--- src/rtl/mul_arbiter.sv ---
// Two-requester round-robin front end sharing one signed 32x32 multiplier pipeline of depth LAT.
// Define MUL_ARBITER_ASSERT_EN to compile in protocol assertions and a shadow product model.
module mul_arbiter #(
    parameter int LAT = 2
) (
    input  logic                clk,
    input  logic                rst_n,
    input  logic                req0_valid,
    output logic                req0_ready,
    input  logic signed [31:0]  req0_a,
    input  logic signed [31:0]  req0_b,
    input  logic                req1_valid,
    output logic                req1_ready,
    input  logic signed [31:0]  req1_a,
    input  logic signed [31:0]  req1_b,
    output logic                rsp_valid,
    input  logic                rsp_ready,
    output logic                rsp_id,
    output logic signed [63:0]  rsp_c
);

    logic               ptr;
    logic               stall;
    logic               grant0;
    logic               grant1;
    logic               grant;
    logic signed [31:0] a_sel;
    logic signed [31:0] b_sel;

    logic               vld_p  [LAT];
    logic               id_p   [LAT];
    logic signed [63:0] prod_p [LAT];

    function automatic logic signed [63:0] mul_full(input logic signed [31:0] a,
                                                    input logic signed [31:0] b);
        logic signed [63:0] ax;
        logic signed [63:0] bx;
        ax = a;
        bx = b;
        return ax * bx;
    endfunction

    assign stall = vld_p[LAT-1] && !rsp_ready;

    // Pointer only breaks ties; a lone valid is always served.
    always_comb begin
        grant0 = 1'b0;
        grant1 = 1'b0;
        if (rst_n && !stall) begin
            grant0 = req0_valid && (!req1_valid || !ptr);
            grant1 = req1_valid && (!req0_valid ||  ptr);
        end
    end

    assign grant      = grant0 || grant1;
    assign req0_ready = grant0;
    assign req1_ready = grant1;

    always_comb begin
        a_sel = req0_a;
        b_sel = req0_b;
        if (grant1) begin
            a_sel = req1_a;
            b_sel = req1_b;
        end
    end

    // Stage 0 captures the grant; later stages shift unless stalled.
    always_ff @(posedge clk) begin
        if (!rst_n) begin
            ptr <= 1'b0;
            for (int i = 0; i < LAT; i++) begin
                vld_p[i] <= 1'b0;
                id_p[i]  <= 1'b0;
            end
        end else begin
            if (grant)
                ptr <= grant0;
            if (!stall) begin
                vld_p[0] <= grant;
                id_p[0]  <= grant1;
                for (int i = 1; i < LAT; i++) begin
                    vld_p[i] <= vld_p[i-1];
                    id_p[i]  <= id_p[i-1];
                end
            end
        end
    end

    // Only the output stage needs a defined value out of reset.
    always_ff @(posedge clk) begin
        if (!rst_n) begin
            prod_p[LAT-1] <= '0;
        end else if (!stall) begin
            prod_p[0] <= mul_full(a_sel, b_sel);
            for (int i = 1; i < LAT; i++)
                prod_p[i] <= prod_p[i-1];
        end
    end

    assign rsp_valid = vld_p[LAT-1];
    assign rsp_id    = id_p[LAT-1];
    assign rsp_c     = prod_p[LAT-1];

`ifdef MUL_ARBITER_ASSERT_EN
    logic signed [63:0] shadow_p [LAT];

    always_ff @(posedge clk) begin
        if (!stall) begin
            shadow_p[0] <= $signed({{32{a_sel[31]}}, a_sel}) * $signed({{32{b_sel[31]}}, b_sel});
            for (int i = 1; i < LAT; i++)
                shadow_p[i] <= shadow_p[i-1];
        end
    end

    a_grant_mutex: assert property (@(posedge clk) !(req0_ready && req1_ready));
    a_no_grant_in_stall: assert property (@(posedge clk) stall |-> !(req0_ready || req1_ready));
    a_stable_in_stall: assert property (@(posedge clk) disable iff (!rst_n)
        stall |=> ($stable(rsp_valid) && $stable(rsp_id) && $stable(rsp_c)));
    a_product: assert property (@(posedge clk) disable iff (!rst_n)
        rsp_valid |-> (rsp_c == shadow_p[LAT-1]));
`endif

endmodule

--- config.mk ---
export PLATFORM = sky130hd
export DESIGN_NAME = mul_arbiter
export DESIGN_NICKNAME = d
export VERILOG_FILES = /design/src/rtl/mul_arbiter.sv
export SDC_FILE = /design/constraint.sdc
export NUM_CORES = 2
export LEC_CHECK = 0
export CAP_MARGIN = 10
export CORE_ASPECT_RATIO = 1.75
export CORE_MARGIN = 2
export CORE_UTILIZATION = 30
export DETAILED_ROUTE_END_ITERATION = 8
export PLACE_DENSITY_LB_ADDON = 0.3
export SLEW_MARGIN = 20
export SYNTH_ARGS = -nofsm -noshare
export SYNTH_HDL_FRONTEND = slang
export SYNTH_SLANG_ARGS = --single-unit
--- constraint.sdc ---
create_clock -name clk -period 11.2 [get_ports clk]
set_clock_uncertainty 0.15 [all_clocks]
set_input_delay 1.12 -clock clk [delete_from_list [all_inputs] [get_ports clk]]
set_output_delay 1.12 -clock clk [all_outputs]
set_load 0.05 [all_outputs]
==> results.txt <==
For the pin with the worst max-slew slack, the measured transition is 0.974 ns. The run finished with clean final reports. Setup total negative slack on the finished layout was measured at 0 ns. Entering global routing, the biggest net connects 82 pins. Of all flip-flops after synthesis, the portion carrying an async set or reset was 0%. Overall global routing resource usage: 22.4%. Maximum buffer depth of the clock tree: 2. fa_1 takes more of the synthesized area than any other cell.

The total overflow reported by the global router is 0, and the peak fanout along the critical path is 23. TritonCTS built the clock tree. The instance count of the mapped netlist was 4238; the starting density of the core was 30.2%. The detailed router placed 30.5k vias in this run. The number of enable-type register cells in the synthesized netlist is 132, and the number of buffers added by the clock tree synthesis step is 17. The flip-flop cell with the highest count after synthesis is edfxtp_1. The worst path required time is 11.25 ns. The initial antenna violation count was 3; the sum of routed wire length over all layers was 151000 um. The post-route netlist has 6.78% of its cells at a drive strength greater than 1. Number of input and output port buffers inserted: 200.

The largest stage delay on the critical path was 0.56 ns. After floorplanning, the core was sized to cover 134000 um^2. The average routed wire per standard cell works out to 24.0 um. The die covers 138000 um^2. The tree is rooted in a clkbuf_16. The slowest stage of the critical path is the fa_1 cell. The later pin in the worst-skew pair is clocked with a latency of 0.46 ns. The synthesized design devotes to its leading area cell type 53.6% of total area. The growth of design area from synthesis to finish was 14.9%. For the count of final hold-check violations, the log shows 0. The total count of max-transition violations in the final report came out at 0.

The congestion estimate from routability-driven global placement came to 0.992. The netlist uses 65 different library cells. The worst pin sits at a relative slew slack of 35.0%.

Counting cells, the worst reg-to-reg path comes to 34. The number of stages on the worst hold path was 1; the number of standard-cell rows in the floorplan was 178. The first global-routing pass estimated 218000 um of wire. The final layout contains 5873 nets. In this run the cell area of the synthesized design comes to 40500 um^2. In the routed design, unresolved DRC markers number 0. Averaged over all synthesized cells, the footprint is 9.55 um^2. Number of placed I/O pins: 201. The overall die width came out at 282 um. The most frequent standard cell in the layout excluding fill and tap cells was fa_1. In this run, post-CTS hold repair placed 0 buffers. In this run the number of H-tree levels came out at 4. The number of detailed-route iterations in the first pass came out at 5. The run gives 34.1k as the via count of the first global-routing pass. The critical path endpoint category is a flip-flop. The worst path in the final design needs a cycle of 10.44 ns, including I/O delays and setup.

Setup repair after global routing left no endpoint under its margin. The height of the die was 490 um. The detailed router finished its first iteration with 1877 violations. For this run, the top clock speed supported by timing is 95.8 MHz. The post-detailed-route via-to-cell ratio works out to 4.85. Classification of the worst setup path: primary input to flip-flop. After clock tree synthesis, the clock-pin slew on the worst setup and hold paths is 0.07 ns.

Sequential cells were found to cover 9.84% of the synthesized design area. Yosys attributes the largest share of cell area to fa_1 54%, edfxtp_1 9.8%, inv_1 8.7%, nand2_1 6.2%, ha_1 5.7%. The tool flagged a number of max-cap violations equal to 0.

The post-detailed-route count of antenna-violating nets is 0. Post-CTS repair changed the size of 0 cells. Startpoint type of the worst setup path: a primary input. Setup violations remaining at the end of the flow were counted as 0. During synthesis, Yosys emitted a total of 0 warnings. In the finished design, the share of the clock period the worst path needs comes to 93.2%.

Buffers added to address setup during post-CTS repair amount to 0. The net count after synthesis is 5637, and the count of clock tree sinks is 133. In the layout the commonest cells are 1083 x fa_1, 940 x inv_1, 672 x nand2_1, 561 x nor2_1, 200 x clkdlybuf4s50_1. The synthesized design contains 133 register bits. The filler cells instantiated in the layout total 13.9k. For the total half-perimeter wirelength after legalization and detailed placement, the log shows 129000 um.

Data on the critical path arrives at its endpoint at 10.49 ns. The sequential cells in the finished layout cover a total of 3980 um^2. Cell seen most often among critical-path stages: fa_1.

The tools report the worst setup slack for register-to-register paths as 1.50 ns. In this run the worst hold path is classified as flip-flop to flip-flop. For the area used by multi-input combinational logic, the log shows 32400 um^2.
==> layer usage <==
metal / wire (um) / GRT usage [%] / vias up
met4: 17600 / 20.8 / 2
met1: 46400 / 21.8 / 16006
met3: 7220 / 2.71 / 494
li1: - / - / 12794
met5: 17 / 0 / -
met2: 79600 / 40.7 / 1235
==> critical path, delay by kind of cell <==
family,cells,cell delay [ns]
buf+inv,11,1.88
compound gates,9,2.21
xor+xnor,1,0.08
simple gates,5,0.98
fa+ha+maj,9,4.14
==> per-stage QoR <==
stage               utilization, %  hold slack [ns]  setup WS [ns]  cells  area, um^2
finish                        34.7            0.367          0.759   6289       46500
global route                  34.7            0.381          0.407   6287       46500
CTS                           34.7            0.369          0.831   6287       46500
detailed placement            34.2            0.352          0.353   6255       45900
global placement              34.2            0.352          0.457   6255       45900
floorplan                        -            0.343           1.19   4238       40500
==> final timing paths <==
| path | from | to |
|---|---|---|
| worst max register to register | vld_p[0][1]$_SDFFCE_PN0P_ | prod_p[0][63]$_DFFE_PP_ |
| worst min-delay path | prod_p[0][27]$_DFFE_PP_ | prod_p[1][27]$_SDFFCE_PN0P_ |
| worst max-delay path | rst_n | prod_p[0][63]$_DFFE_PP_ |
| worst min register to register | prod_p[0][27]$_DFFE_PP_ | prod_p[1][27]$_SDFFCE_PN0P_ |
==> Yosys cell counts, types with 45 or more instances <==
| master | number |
|---|---|
| fa_1 | 1083 |
| inv_1 | 940 |
| nand2_1 | 672 |
| nor2_1 | 561 |
| ha_1 | 183 |
| edfxtp_1 | 132 |
| clkbuf_1 | 112 |
| and2_1 | 77 |
| buf_2 | 64 |
| mux2i_1 | 59 |
| a21oi_1 | 48 |
| xnor2_1 | 45 |
==> cell type report <==
cell class,count,share of cell area [%]
timing repair buffer,398,7.99
clock buffer,17,0.915
tap,1800,4.84
clock inverter,15,0.379
multi-input combinational,2981,69.7
antenna,2,0.0108
sequential,133,8.57
inverter,943,7.62
==> logic make-up after synthesis <==
group | count (synthesis) | synth area share (%)
AND/OR/NAND/NOR | 1405 | 14.1
adder cells (fa/ha/maj) | 1266 | 59.2
buffers and inverters | 1124 | 10.7
AO/OA/AOI/OAI | 183 | 3.24
flip-flops | 133 | 9.84
XOR/XNOR | 68 | 1.47
multiplexers | 59 | 1.46
==> registers in the layout, indices dropped and copies added, names as in the netlist <==
register,count
id_p,2
vld_p,2
ptr,1
prod_p,128
Power is left out: the tool's default activity adds up to more than one toggle a clock period on the data nets, which glitch-free logic cannot reach.
